===== src/rtl/spi_target_if.sv =====
// SPI target bus bundle: SPI pins plus the host-side tx/rx handshake, flags and CRC.
// The slave modport is the target's view; master is the host/bench view.
interface spi_target_if;
    logic        cs_n;
    logic        sclk;
    logic        mosi;
    logic        miso;
    logic        miso_oe;
    logic [7:0]  tx_data;
    logic        tx_load;
    logic        tx_ready;
    logic [7:0]  rx_data;
    logic        rx_valid;
    logic        rx_ack;
    logic        clr_flags;
    logic        overrun;
    logic        underrun;
    logic        crc_reset;
    logic        crc_source;
    logic [15:0] crc_out;

    modport slave (
        input  cs_n, sclk, mosi, tx_data, tx_load, rx_ack, clr_flags, crc_reset, crc_source,
        output miso, miso_oe, tx_ready, rx_data, rx_valid, overrun, underrun, crc_out
    );

    modport master (
        output cs_n, sclk, mosi, tx_data, tx_load, rx_ack, clr_flags, crc_reset, crc_source,
        input  miso, miso_oe, tx_ready, rx_data, rx_valid, overrun, underrun, crc_out
    );
endinterface


===== src/rtl/spi_target.sv =====
// SPI mode-0 target with oversampled pins, rx byte handshake, single tx holding register.
// Optional CRC16 (x^16+x^12+x^5+1) generator enabled by defining SPI_TARGET_CRC_EN.
module spi_target #(
    parameter int SYNC_STAGES = 2
) (
    input  logic         clk,
    input  logic         rst,
    spi_target_if.slave  bus
);
    typedef enum logic {IDLE, ACTIVE} state_t;

    state_t                 state;
    logic [SYNC_STAGES-1:0] cs_sync, sclk_sync, mosi_sync;
    logic                   cs_d, sclk_d;
    logic                   cs_s, sclk_s, mosi_s;
    logic                   cs_fall, cs_rise, sclk_rise, sclk_fall;
    logic [2:0]             bit_cnt;
    logic                   byte_end;
    logic [6:0]             rx_shift;
    logic [7:0]             tx_shift;
    logic [7:0]             hold;
    logic                   tx_ready;
    logic [7:0]             rx_data;
    logic                   rx_valid;
    logic                   overrun;
    logic                   underrun;
    logic                   load_evt, shift_evt, rise_evt, byte_done;

    always_ff @(posedge clk or posedge rst) begin
        if (rst) begin
            cs_sync   <= '1;
            sclk_sync <= '0;
            mosi_sync <= '1;
            cs_d      <= 1'b1;
            sclk_d    <= 1'b0;
        end else begin
            cs_sync   <= {cs_sync[SYNC_STAGES-2:0], bus.cs_n};
            sclk_sync <= {sclk_sync[SYNC_STAGES-2:0], bus.sclk};
            mosi_sync <= {mosi_sync[SYNC_STAGES-2:0], bus.mosi};
            cs_d      <= cs_s;
            sclk_d    <= sclk_s;
        end
    end

    assign cs_s      = cs_sync[SYNC_STAGES-1];
    assign sclk_s    = sclk_sync[SYNC_STAGES-1];
    assign mosi_s    = mosi_sync[SYNC_STAGES-1];
    assign cs_fall   = cs_d & ~cs_s;
    assign cs_rise   = ~cs_d & cs_s;
    assign sclk_rise = ~sclk_d & sclk_s;
    assign sclk_fall = sclk_d & ~sclk_s;

    // A deselect in the same cycle as an SCLK edge wins over the edge.
    assign rise_evt  = (state == ACTIVE) && !cs_rise && sclk_rise;
    assign byte_done = rise_evt && (bit_cnt == 3'd7);
    assign load_evt  = ((state == IDLE) && cs_fall) ||
                       ((state == ACTIVE) && !cs_rise && sclk_fall && byte_end);
    assign shift_evt = (state == ACTIVE) && !cs_rise && sclk_fall && !byte_end;

    always_ff @(posedge clk or posedge rst) begin
        if (rst) begin
            state    <= IDLE;
            bit_cnt  <= 3'd0;
            byte_end <= 1'b0;
            rx_shift <= 7'd0;
            tx_shift <= 8'hFF;
            hold     <= 8'h00;
            tx_ready <= 1'b1;
            rx_data  <= 8'h00;
            rx_valid <= 1'b0;
            overrun  <= 1'b0;
            underrun <= 1'b0;
        end else begin
            case (state)
                IDLE: begin
                    if (cs_fall)
                        state <= ACTIVE;
                end
                ACTIVE: begin
                    if (cs_rise) begin
                        state    <= IDLE;
                        bit_cnt  <= 3'd0;
                        byte_end <= 1'b0;
                        tx_shift <= 8'hFF;
                    end
                end
                default: state <= IDLE;
            endcase

            // tx_ready=1 means the holding register is empty: send all-ones instead.
            if (load_evt) begin
                tx_shift <= tx_ready ? 8'hFF : hold;
                byte_end <= 1'b0;
            end
            if (shift_evt)
                tx_shift <= {tx_shift[6:0], 1'b1};

            if (rise_evt) begin
                rx_shift <= {rx_shift[5:0], mosi_s};
                bit_cnt  <= bit_cnt + 3'd1;
                if (bit_cnt == 3'd7)
                    byte_end <= 1'b1;
            end

            // A transfer out of the hold frees it, so a same-cycle load still lands.
            if (bus.tx_load && (tx_ready || load_evt)) begin
                hold     <= bus.tx_data;
                tx_ready <= 1'b0;
            end else if (load_evt) begin
                tx_ready <= 1'b1;
            end

            if (byte_done) begin
                rx_data  <= {rx_shift, mosi_s};
                rx_valid <= 1'b1;
            end else if (bus.rx_ack) begin
                rx_valid <= 1'b0;
            end

            if (byte_done && rx_valid && !bus.rx_ack)
                overrun <= 1'b1;
            else if (bus.clr_flags)
                overrun <= 1'b0;

            if (load_evt && tx_ready)
                underrun <= 1'b1;
            else if (bus.clr_flags)
                underrun <= 1'b0;
        end
    end

    assign bus.miso     = tx_shift[7];
    assign bus.miso_oe  = (state == ACTIVE);
    assign bus.tx_ready = tx_ready;
    assign bus.rx_data  = rx_data;
    assign bus.rx_valid = rx_valid;
    assign bus.overrun  = overrun;
    assign bus.underrun = underrun;

`ifdef SPI_TARGET_CRC_EN
    logic [15:0] crc;

    function automatic logic [15:0] crc16_next(input logic [15:0] c, input logic b);
        logic fb;
        fb = b ^ c[15];
        return {c[14:12], fb ^ c[11], c[10:5], fb ^ c[4], c[3:0], fb};
    endfunction

    always_ff @(posedge clk or posedge rst) begin
        if (rst)
            crc <= 16'h0000;
        else if (rise_evt)
            crc <= crc16_next(crc, bus.crc_source ? tx_shift[7] : mosi_s);
        else if (bus.crc_reset)
            crc <= 16'h0000;
    end

    assign bus.crc_out = crc;
`else
    logic unused_crc_ctrl;
    assign unused_crc_ctrl = bus.crc_reset ^ bus.crc_source;
    assign bus.crc_out     = 16'h0000;
`endif
endmodule


===== src/flat_wrapper.sv =====
// flat-port wrapper written by rule: the top's interface ports become plain ports
module spi_target_flat 
#(
    parameter int SYNC_STAGES = 2
)
  (clk, rst, bus_cs_n, bus_sclk, bus_mosi, bus_tx_data, bus_tx_load, bus_rx_ack, bus_clr_flags, bus_crc_reset, bus_crc_source, bus_miso, bus_miso_oe, bus_tx_ready, bus_rx_data, bus_rx_valid, bus_overrun, bus_underrun, bus_crc_out);
  spi_target_if bus_i ();
  input  logic clk;
  input  logic rst;
  input wire logic [$bits(bus_i.cs_n)-1:0] bus_cs_n;
  input wire logic [$bits(bus_i.sclk)-1:0] bus_sclk;
  input wire logic [$bits(bus_i.mosi)-1:0] bus_mosi;
  input wire logic [$bits(bus_i.tx_data)-1:0] bus_tx_data;
  input wire logic [$bits(bus_i.tx_load)-1:0] bus_tx_load;
  input wire logic [$bits(bus_i.rx_ack)-1:0] bus_rx_ack;
  input wire logic [$bits(bus_i.clr_flags)-1:0] bus_clr_flags;
  input wire logic [$bits(bus_i.crc_reset)-1:0] bus_crc_reset;
  input wire logic [$bits(bus_i.crc_source)-1:0] bus_crc_source;
  output wire logic [$bits(bus_i.miso)-1:0] bus_miso;
  output wire logic [$bits(bus_i.miso_oe)-1:0] bus_miso_oe;
  output wire logic [$bits(bus_i.tx_ready)-1:0] bus_tx_ready;
  output wire logic [$bits(bus_i.rx_data)-1:0] bus_rx_data;
  output wire logic [$bits(bus_i.rx_valid)-1:0] bus_rx_valid;
  output wire logic [$bits(bus_i.overrun)-1:0] bus_overrun;
  output wire logic [$bits(bus_i.underrun)-1:0] bus_underrun;
  output wire logic [$bits(bus_i.crc_out)-1:0] bus_crc_out;
  assign bus_i.cs_n = bus_cs_n;
  assign bus_i.sclk = bus_sclk;
  assign bus_i.mosi = bus_mosi;
  assign bus_i.tx_data = bus_tx_data;
  assign bus_i.tx_load = bus_tx_load;
  assign bus_i.rx_ack = bus_rx_ack;
  assign bus_i.clr_flags = bus_clr_flags;
  assign bus_i.crc_reset = bus_crc_reset;
  assign bus_i.crc_source = bus_crc_source;
  assign bus_miso = bus_i.miso;
  assign bus_miso_oe = bus_i.miso_oe;
  assign bus_tx_ready = bus_i.tx_ready;
  assign bus_rx_data = bus_i.rx_data;
  assign bus_rx_valid = bus_i.rx_valid;
  assign bus_overrun = bus_i.overrun;
  assign bus_underrun = bus_i.underrun;
  assign bus_crc_out = bus_i.crc_out;
  spi_target #(.SYNC_STAGES(SYNC_STAGES)) u_core (.clk(clk), .rst(rst), .bus(bus_i));
endmodule

===== config.mk =====
export PLATFORM = sky130hd
export DESIGN_NAME = spi_target_flat
export DESIGN_NICKNAME = d
export VERILOG_FILES = /design/src/rtl/spi_target_if.sv /design/src/rtl/spi_target.sv /design/src/flat_wrapper.sv
export SDC_FILE = /design/constraint.sdc
export NUM_CORES = 1
export LEC_CHECK = 0
export ABC_AREA = 0
export CORE_MARGIN = 5
export CORE_UTILIZATION = 45
export CTS_CLUSTER_SIZE = 24
export DETAILED_ROUTE_END_ITERATION = 7
export PLACE_DENSITY = 0.73
export SYNTH_ARGS = -nofsm -noshare
export SYNTH_HDL_FRONTEND = slang
export SYNTH_SLANG_ARGS = --single-unit

===== constraint.sdc =====
create_clock -name clk -period 2.7 [get_ports clk]
set_input_delay 0.81 -clock clk [delete_from_list [all_inputs] [get_ports clk]]
set_output_delay 0.81 -clock clk [all_outputs]
set_load 0.005 [all_outputs]

==> results.cfg <==
[worst_setup_path]
crit_family = flip-flops
slowest_stage = dfstp_2
end_kind = output pin
cp_slowest_stage_delay_ns = 0.68
arrival_ns = 1.53
critPathBufInv = 1
path_cells = clkdlybuf4s50_1
required_ns = 1.89
cp_max_fo = 12
path_class = register to output pin
start_kind = register

[power_and_ir_drop]
netSwitchingFraction = 0.241
comb_power_share = 0.145
vdd_ir_drop_max_mv = 0.378
pwr-share-clk = 0.305
power.density_nw_per_um2 = 709
p_total_uw = 1750
seqPwrFrac = 0.550
internal_power_uw = 1330
power.leakage_uw = 0.00109
power.switching_uw = 423

[timing]
fmax_ghz = 0.427
rsz0062_at_grt = false
setup_tns_ns = 0
finalMaxSlewViolations = 0
hold_viol = 0
layout_min_cycle_time_ns = 2.34
period_share = 0.867
max_slew_margin = 0.338
setup_viol = 0
tightestPinTransition_ns = 0.989
clock-skew-final_ns = 0.0108

[synth]
avgSynthCellArea_sq_um = 12.6
netlist.area_leader.share = 0.411
ys_seq_area_frac = 0.588
synth_top_area_cell = dfrtp_1
synth_warnings = 0
syn_inst = 164
ys_seq_elements = 48
synth_cell_types = 30
syn_area_sq_um = 2070
ys_top_cells_by_area = dfrtp_1 (41%), dfstp_2 (18%), mux2_2 (12%)

[clocking]
postCtsHoldBufs = 0
clkSinkCount = 48
cts_setup_buffers = 0
clk_pin_slew_ns = 0.08
cts_made_buffers = 5
clockRootBuffer = clkbuf_8
post_cts_resized = 0
cts_buffer_depth = 2
h-tree-depth = 2
insertion_delay_ns = 0.30
cts_tree = built

[drt]
ant_nets = 0
wl_met3_um = 257
met1_length_mm = 1.56
wl_mm = 3.46
routed.top_layer = met4
dr.pass1.iters = 4
num_vias = 1250
initialDrtViolationCount = 50
met2_length_mm = 1.55
vias_per_cell = 5.04
avgRoutedWirePerCell_um = 14.0
route.detailed.drc = 0

[global_routing]
antenna_found_initial = 0
grtUsageTotal = 0.122
grt_pass1_vias = 1253
overflow = 0
grt_max_degree = 30
grt_pass1_wl_mm = 5.80

[die]
die_w_um = 77.9
core_area_sq_um = 4410
num_io_pins = 48
die_area_sq_um = 6060
initial_utilization = 0.469
num_rows = 24
die_h_um = 77.9

[cells_and_area]
areaGrowthSynthToFinish_pct = 19.4
post-route-util = 0.560
nNetsFinal = 215
final_area_sq_um = 2470
drive_above_1_share = 0.265
layout_commonest_cell = dfrtp_1
antenna_cells = 0
final_cell_mix = dfrtp_1 (34), clkdlybuf4s50_1 (29), mux2_2 (22)
final_cell_count_no_fill = 248

[place]
placedCellCount = 240
portBuffers = 29
dpl_cell_area_sq_um = 2350
gp_congestion = 0.764
dp_hpwl_mm = 2.52

[run_status]
status = completed

[worst_hold_path]
hp-class = register to register

[flow_run]
cap_viol_max_count = 0
power groups by stage:
stage | logic [uW] | registers [uW] | clock network [uW]
after global placement | 241 | 970 | 0
after detailed placement | 255 | 979 | 0
after CTS | 256 | 966 | 556
after global routing | 284 | 983 | 590
after floorplan | 208 | 947 | 0
final | 254 | 964 | 535
cell type report:
cell class	instances	area, sq um
timing repair buffer	31	305
sequential	48	1220
clock inverter	2	38.8
fill	362	1940
tap	52	65.1
inverter	7	26.3
multi-input combinational	102	737
clock buffer	6	82.6
Yosys cell counts (all sizes together):
cell    number
a31oi        1
inv          7
mux2        23
dfrtp       34
nor3         1
and4         1
conb         1
nand3        3
nand4b       1
buf         19
and2         1
nand4        1
clkbuf       3
dfstp       14
nor2b        2
nor2        10
nand2        3
o22ai        1
o32a         1
o31ai        8
ha           2
or2          1
nor3b        8
nand2b       3
o21ai       15
cells by family after synthesis:
group	after synthesis	synth area share
muxes	23	0.125
adders and majority gates	2	0.0121
and+or+nand+nor	35	0.107
other	1	0.00181
buffers and inverters	29	0.0833
AOI/OAI and AO/OA	26	0.0827
DFF	48	0.588
layer usage:
metal,GRT usage,up-vias
met4,0.0756,0
met3,0.0417,6
met1,0.154,598
met2,0.179,44
met5,0,-
li1,-,602
worst paths after layout:
kind / slack [ns] / start / cells after the start / end
max in group asynchronous: 1.21 / rst / 3 / u_core.cs_d
setup reg to reg: 0.73 / u_core.cs_sync[1] / 4 / u_core.tx_shift[2]
setup / recovery: 0.36 / u_core.bus.tx_ready / 1 / bus_tx_ready
hold reg to reg: 0.36 / u_core.sclk_sync[0] / 0 / u_core.sclk_sync[1]
min in group asynchronous: 0.88 / rst / 2 / u_core.bus.rx_valid
hold / removal: 0.36 / u_core.sclk_sync[0] / 0 / u_core.sclk_sync[1]
flip-flops by register name, summed over array words and instances (netlist names), 2 cells and up:
| register | count |
|---|---|
| u_core.bus.rx_data | 8 |
| u_core.hold | 8 |
| u_core.bit_cnt | 3 |
| u_core.cs_sync | 2 |
| u_core.mosi_sync | 2 |
| u_core.tx_shift | 8 |
| u_core.sclk_sync | 2 |
| u_core.rx_shift | 7 |
per-stage QoR:
step           worst slack, ns  hold slack, ns
2_1_floorplan            0.769           0.331
3_3_place_gp             0.692           0.331
3_5_place_dp             0.689           0.337
4_1_cts                  0.343           0.357
5_1_grt                  0.280           0.368
6_report                 0.359           0.355
Power figures use the tool's default switching activity.
